File: config.mk
export PLATFORM = sky130hd
export DESIGN_NAME = y_window_monitor
export DESIGN_NICKNAME = d
export VERILOG_FILES = /design/src/rtl/y_window_monitor.sv
export SDC_FILE = /design/constraint.sdc
export NUM_CORES = 1
export LEC_CHECK = 0
export CELL_PAD_IN_SITES_DETAIL_PLACEMENT = 1
export CELL_PAD_IN_SITES_GLOBAL_PLACEMENT = 1
export CORE_MARGIN = 3
export CORE_UTILIZATION = 39
export CTS_CLUSTER_SIZE = 40
export DETAILED_ROUTE_END_ITERATION = 6
export GPL_TIMING_DRIVEN = 0
export HOLD_SLACK_MARGIN = 0.15
export PLACE_DENSITY_LB_ADDON = 0.1
export SYNTH_ARGS = -nofsm -noshare
export SYNTH_HDL_FRONTEND = slang
export SYNTH_SLANG_ARGS = --single-unit
File: constraint.sdc
create_clock -name clk -period 2.25 [get_ports clk]
set_input_delay 0.225 -clock clk [delete_from_list [all_inputs] [get_ports clk]]
set_output_delay 0.225 -clock clk [all_outputs]
set_load 0.005 [all_outputs]
File: src/rtl/y_window_monitor.sv
// Purpose: counts high samples and 0->1 rises of y over a window of window_len clk edges.
// Latency: valid rises window_len+1 edges after start is sampled (1 edge for window_len=0).
// Backpressure: the result is held (valid=1) until ack; start is ignored until back in IDLE.
module y_window_monitor (
  input  logic       clk,
  input  logic       reset,
  input  logic       y,
  input  logic       start,
  input  logic [7:0] window_len,
  input  logic       ack,
  output logic       busy,
  output logic       valid,
  output logic [7:0] rise_cnt,
  output logic [7:0] high_cnt
);

  typedef enum logic [1:0] {
    ST_IDLE    = 2'd0,
    ST_OBSERVE = 2'd1,
    ST_HOLD    = 2'd2
  } state_e;

  state_e     state_q, state_d;
  logic [7:0] remaining_q, remaining_d;
  logic [7:0] rise_q, rise_d;
  logic [7:0] high_q, high_d;
  logic       busy_q, busy_d;
  logic       valid_q, valid_d;
  logic       y_q;
  logic       rise_det;

  // Counters stick at all-ones instead of wrapping.
  function automatic logic [7:0] sat_inc(input logic [7:0] v);
    return (v == 8'hFF) ? v : v + 8'd1;
  endfunction

  // Rise is judged against the previous edge's y, which is tracked in every
  // state so a rise on the very first window sample is still seen.
  assign rise_det = y & ~y_q;

  // Previous-sample register for rise detection.
  always_ff @(posedge clk) begin
    if (reset) begin
      y_q <= 1'b0;
    end else begin
      y_q <= y;
    end
  end

  // State, counters and registered status flags.
  always_ff @(posedge clk) begin
    if (reset) begin
      state_q     <= ST_IDLE;
      remaining_q <= 8'd0;
      rise_q      <= 8'd0;
      high_q      <= 8'd0;
      busy_q      <= 1'b0;
      valid_q     <= 1'b0;
    end else begin
      state_q     <= state_d;
      remaining_q <= remaining_d;
      rise_q      <= rise_d;
      high_q      <= high_d;
      busy_q      <= busy_d;
      valid_q     <= valid_d;
    end
  end

  // Next-state and counter update; flags are decoded from the next state so
  // they change on the same edge as the state itself.
  always_comb begin
    state_d     = state_q;
    remaining_d = remaining_q;
    rise_d      = rise_q;
    high_d      = high_q;

    case (state_q)
      ST_IDLE: begin
        // ack is meaningless here; only start matters.
        if (start) begin
          rise_d = 8'd0;
          high_d = 8'd0;
          if (window_len != 8'd0) begin
            state_d     = ST_OBSERVE;
            remaining_d = window_len;
          end else begin
            // Empty window: report zero counts right away.
            state_d     = ST_HOLD;
            remaining_d = 8'd0;
          end
        end
      end

      ST_OBSERVE: begin
        // One sample per edge; start and ack are ignored while observing.
        if (y) begin
          high_d = sat_inc(high_q);
        end
        if (rise_det) begin
          rise_d = sat_inc(rise_q);
        end
        remaining_d = remaining_q - 8'd1;
        // The sample taken with one remaining is the last of the window.
        // A zero count cannot occur here, but it is treated the same way so
        // a corrupted counter can never trap the block in OBSERVE.
        if (remaining_q <= 8'd1) begin
          state_d     = ST_HOLD;
          remaining_d = 8'd0;
        end
      end

      ST_HOLD: begin
        // Counts frozen; start is ignored even when it coincides with ack.
        if (ack) begin
          state_d = ST_IDLE;
        end
      end

      default: begin
        state_d     = ST_IDLE;
        remaining_d = 8'd0;
      end
    endcase

    busy_d  = (state_d == ST_OBSERVE);
    valid_d = (state_d == ST_HOLD);
  end

  assign busy     = busy_q;
  assign valid    = valid_q;
  assign rise_cnt = rise_q;
  assign high_cnt = high_q;

endmodule

# Word-level counts from Yosys, hierarchy flattened
# Index checks and enable logic that the tools add are counted.
word_totals:
  out_inout_bits: 18
  ff_bits: 29
  word_cells: 47
  in_bits: 13
op_classes:
  order_cmp: 1
  n_addsub: 3
  n_eq_ne: 11
  bitwise: 3
  mux: 16
  reduce_logical: 6
ops:
  columns: ["op", "n"]
  rows:
  - ["$mux 8", 8]
  - ["$pmux 8 s2", 2]
  - ["$pmux 8 s3", 1]
  - ["$add 8x1->8 const B", 2]
  - ["$eq 8x8->1 const B", 2]
  - ["$ne 2x2->1 const B", 5]
  - ["$le 8x1->1 const B", 1]
  - ["$mux 2", 4]
  - ["$reduce_and 4->1", 2]
  - ["$reduce_bool 8->1", 1]
  - ["$sub 8x1->8 const B", 1]
  - ["$pmux 2 s3", 1]
  - ["$eq 2x1->1 const B", 2]
  - ["$eq 2x2->1 const B", 2]
  - ["$logic_not 2->1", 1]
  - ["$not 1->1", 2]
  - ["$reduce_and 2->1", 1]
  - ["$reduce_bool 2->1", 1]
  - ["$and 1x1->1", 1]

# Longest topological paths before layout
logic_depth:
  word_depth: 5
  ltp_mapped: 6
  ltp_nobuf: 6

# Worst setup path after synthesis
# No wires, ideal clock.
synth_path:
  kind: "reg-to-reg"
  startpoint: "reg remaining_q[4]"
  endpoint: "reg remaining_q[2]"
  arrival_time_ns: 1.567
  stages_incl_launch_ff: 6
  path_slack_ns: 0.567
  setup_ns: 0.115
  required_time_ns: 2.135
  path_buffers: 1
  period_less_slack_ns: 1.683
  path_cell_list: "dfxtp_1 buf_6 or4_4 o41ai_4 o22ai_1 and3_1"
synth_between:
  elab_chain_len: 3
synth_lines:
  columns: ["element", "line", "source"]
  rows:
  - ["start: declaration", "24", "logic [7:0] remaining_q, remaining_d;"]
  - ["start signal: assignment", "61", "remaining_q <= remaining_d;"]
  - ["$le 8x1->1", "106", "if (remaining_q <= 8'd1) begin"]
  - ["$mux 8", "106", null]
  - ["$pmux 8 s3", "77", "case (state_q)"]
# No other way between the ends.
# A chain may end at the register's enable or synchronous reset.

# Worst setup path after layout
layout_path:
  startpoint: "reg remaining_q[7]"
  endpoint: "reg remaining_q[2]"
# Same word-level chain as after synthesis.

==> impl_metrics.env <==
export IMPL_timing_hold_worst_endpoint="y_q"
export IMPL_cts_root_buf="clkbuf_8"
export IMPL_post_cts_buffers=0
export IMPL_sw_frac_of_total_pct=32.0
export IMPL_synth_area_mux_share_pct=5.34
export IMPL_netlist_instances=200
export IMPL_rows=23
export IMPL_skew_ns=0.00770
export IMPL_max_stage_delay_ns=0.59
export IMPL_htree_levels=2
export IMPL_setup_tns_ns=0
export IMPL_status="finished clean"
export IMPL_layout_worst_path_cycle_share_pct=85.4
export IMPL_fillCellCount=492
export IMPL_async_flop_share_pct=0
export IMPL_synth_compound_area_share_pct=23.5
export IMPL_syn2layout_area_growth_pct=25.7
export IMPL_multi_input_area_sq_um=1040
export IMPL_hold_buffers=0
export IMPL_synth_top_area_share_pct=33.9
export IMPL_p_leak_nw=0.785
export IMPL_dpl_hpwl_um=3420
export IMPL_synth_avg_cell_area_sq_um=8.56
export IMPL_irDropWorstVdd_mv=0.275
export IMPL_rsz0062_at_grt="no"
export IMPL_die_height_um=72.3
export IMPL_antenna_found_initial=0
export IMPL_fp_dieW_um=72.3
export IMPL_post_place_ws_ns=0.156
export IMPL_holdPathStages=2
export IMPL_synth_top_area_cell="dfxtp_1"
export IMPL_dr_first_iter_drc_count=46
export IMPL_ys_seq_area_share_pct=33.9
export IMPL_final_seq_area_sq_um=581
export IMPL_clk_pin_slew_ns=0.07
export IMPL_cts_tree="built"
export IMPL_cts_resized_gates=0
export IMPL_drt_first_pass_iters=4
export IMPL_grt_max_degree=11
export IMPL_numCtsBuffers=5
export IMPL_fin_nets=253
export IMPL_regToRegEndpoint="remaining_q[2]"
export IMPL_cp_slowest_cell="or4_4"
export IMPL_ys_types=55
export IMPL_synthSimpleGateAreaFrac_pct=26.9
export IMPL_synth_xor_area_share_pct=2.05
export IMPL_report_final_slew_viol_count=0
export IMPL_final_cell_mix="dfxtp_1, clkdlybuf4s50_1, a21oi_1"
export IMPL_dp_cells=279
export IMPL_grt_pass1_vias=1656
export IMPL_holdCritStartpoint="reset"
export IMPL_remaining_drc_errors=0
export IMPL_finalHoldViolCount=0
export IMPL_drive_above_1_share_pct=7.63
export IMPL_finalSetupViolCount=0
export IMPL_wl_per_cell_um=15.9
export IMPL_path_class="reg2reg"
export IMPL_die_area_sq_um=5220
export IMPL_initial_utilization_pct=41.6
export IMPL_via_per_inst=5.69
export IMPL_ys_flop_type="dfxtp_1"
export IMPL_synth_top_family_by_area="simple AND/OR/NAND/NOR gates"
export IMPL_drt_total_wl_um=4550
export IMPL_cap_violations=0
export IMPL_ant_nets=0
export IMPL_clock_sinks=29
export IMPL_pin_count=31
export IMPL_io_buffers=29
export IMPL_syn_nets=217
export IMPL_fmax_mhz=521
export IMPL_synth_fa_ha_area_share_pct=2.92
export IMPL_clock_power_share_pct=30.7
export IMPL_grt_pass1_wl_um=7760
export IMPL_crit_chain="or4_4 > o41ai_4 > o22ai_1 > and3_1"
export IMPL_gr_total_overflow=0
export IMPL_comb_power_share_pct=29.1
export IMPL_power_switching_uw=460
export IMPL_final_cells=286
export IMPL_hp_class="in2reg"
export IMPL_cp_arrival_ns=2.09
export IMPL_clock_latency_ns=0.28
export IMPL_period_needed_ns=1.92
export IMPL_worstMarginPinSlew_ns=0.566
export IMPL_syn_area_sq_um=1710
export IMPL_ys_warn_count=0
export IMPL_synth_edff_count=0
export IMPL_internal_power_uw=980
export IMPL_sequentialPowerShare_pct=40.2
export IMPL_slew_limit_headroom_pct=62.1
export IMPL_crit_start="remaining_q[7]"
export IMPL_reg2reg_depth=4
export IMPL_antenna_cells=0
export IMPL_num_vias=1627
export IMPL_synth_seq_cells=29
export IMPL_ctsLongestPathBuffers=2
export IMPL_regToRegSetupSlack_ns=0.33
export IMPL_synth_area_top_cells="dfxtp_1, a21oi_1, mux2i_1"
export IMPL_p_per_area_nw_per_um2=669
export IMPL_critPathLaunchType="flip-flop"
export IMPL_cp_end_kind="flip-flop"
export IMPL_core_sq_um=4120
export IMPL_fin_ws_ns=0.329
export IMPL_worstPathRequired_ns=2.42
export IMPL_regToRegStartpoint="remaining_q[7]"
export IMPL_cp_max_fo=8
export IMPL_globalplace_congestion=0.790
export IMPL_track_usage_pct=18.6
==> state kept, by name (all words and copies together), names as in the netlist <==
register and cells:
busy 1, high_cnt 8, remaining_q 8, rise_cnt 8
state_q 2, valid 1, y_q 1
==> synth_stat cells, types with 6 or more instances <==
master and count:
o21ai_0 6, mux2i_1 8, inv_1 10, clkbuf_1 6, a21oi_1 20, nor2_1 12, nand3_1 9, or3_1 7
nor2b_1 6, dfxtp_1 29, nand2_1 15
==> worst max-delay path, delay by kind of cell, from the launching register on <==
kind / cells / cell delay (ns)
DFF: 1 / 0.38
and+or+nand+nor: 2 / 0.80
AOI/OAI and AO/OA: 2 / 0.62
==> worst max-delay path by stage <==
stage / cells after the start / slack, ns / endpoint
CTS: 4 / 0.35 / remaining_q[2]
global placement: 6 / 0.23 / high_cnt[2]
detailed placement: 6 / 0.16 / high_cnt[2]
floorplan: 5 / 0.57 / remaining_q[2]
finish: 4 / 0.33 / remaining_q[2]
global route: 6 / 0.27 / remaining_q[7]
==> power groups by stage <==
stage               Sequential (mW)  Combinational, mW  Clock, mW
floorplan                     0.582              0.306          0
global route                  0.584              0.460      0.477
detailed placement            0.590              0.417          0
global placement              0.586              0.402          0
CTS                           0.579              0.421      0.460
finish                        0.579              0.419      0.443
==> final cells by class <==
type	count	share of cell area (%)
Timing Repair Buffer	29	13.5
Tap cell	50	2.91
Buffer	10	2.56
Multi-Input combinational cell	151	48.3
Sequential cell	29	27.0
Inverter	10	1.75
Clock buffer	7	4.01
==> cell families after synthesis <==
| logic type | after synthesis |
|---|---|
| simple gates | 80 |
| compound gates | 54 |
| buf+inv | 20 |
| flops | 29 |
| fa+ha+maj | 4 |
| xor+xnor | 4 |
| mux | 9 |
==> metrics by stage <==
stage                     hold slack (ns)  area (sq um)  power, mW  util, %
after detailed placement            0.497          2060       1.01     50.2
after floorplan                     0.353          1710      0.887        -
final                               0.357          2150       1.44     52.3
after global routing                0.393          2150       1.52     52.3
after CTS                           0.352          2150       1.46     52.3
after global placement              0.478          2060      0.988     50.2
==> metal layers <==
| metal | wire length (um) | up-vias | track usage (%) |
|---|---|---|---|
| li1 | - | 802 | - |
| met3 | 196 | 6 | 4.57 |
| met5 | 0 | - | 0 |
| met2 | 2350 | 32 | 33.2 |
| met4 | 51 | 0 | 6.68 |
| met1 | 1950 | 787 | 21.4 |
No activity file was read; power rests on OpenSTA's default activity.
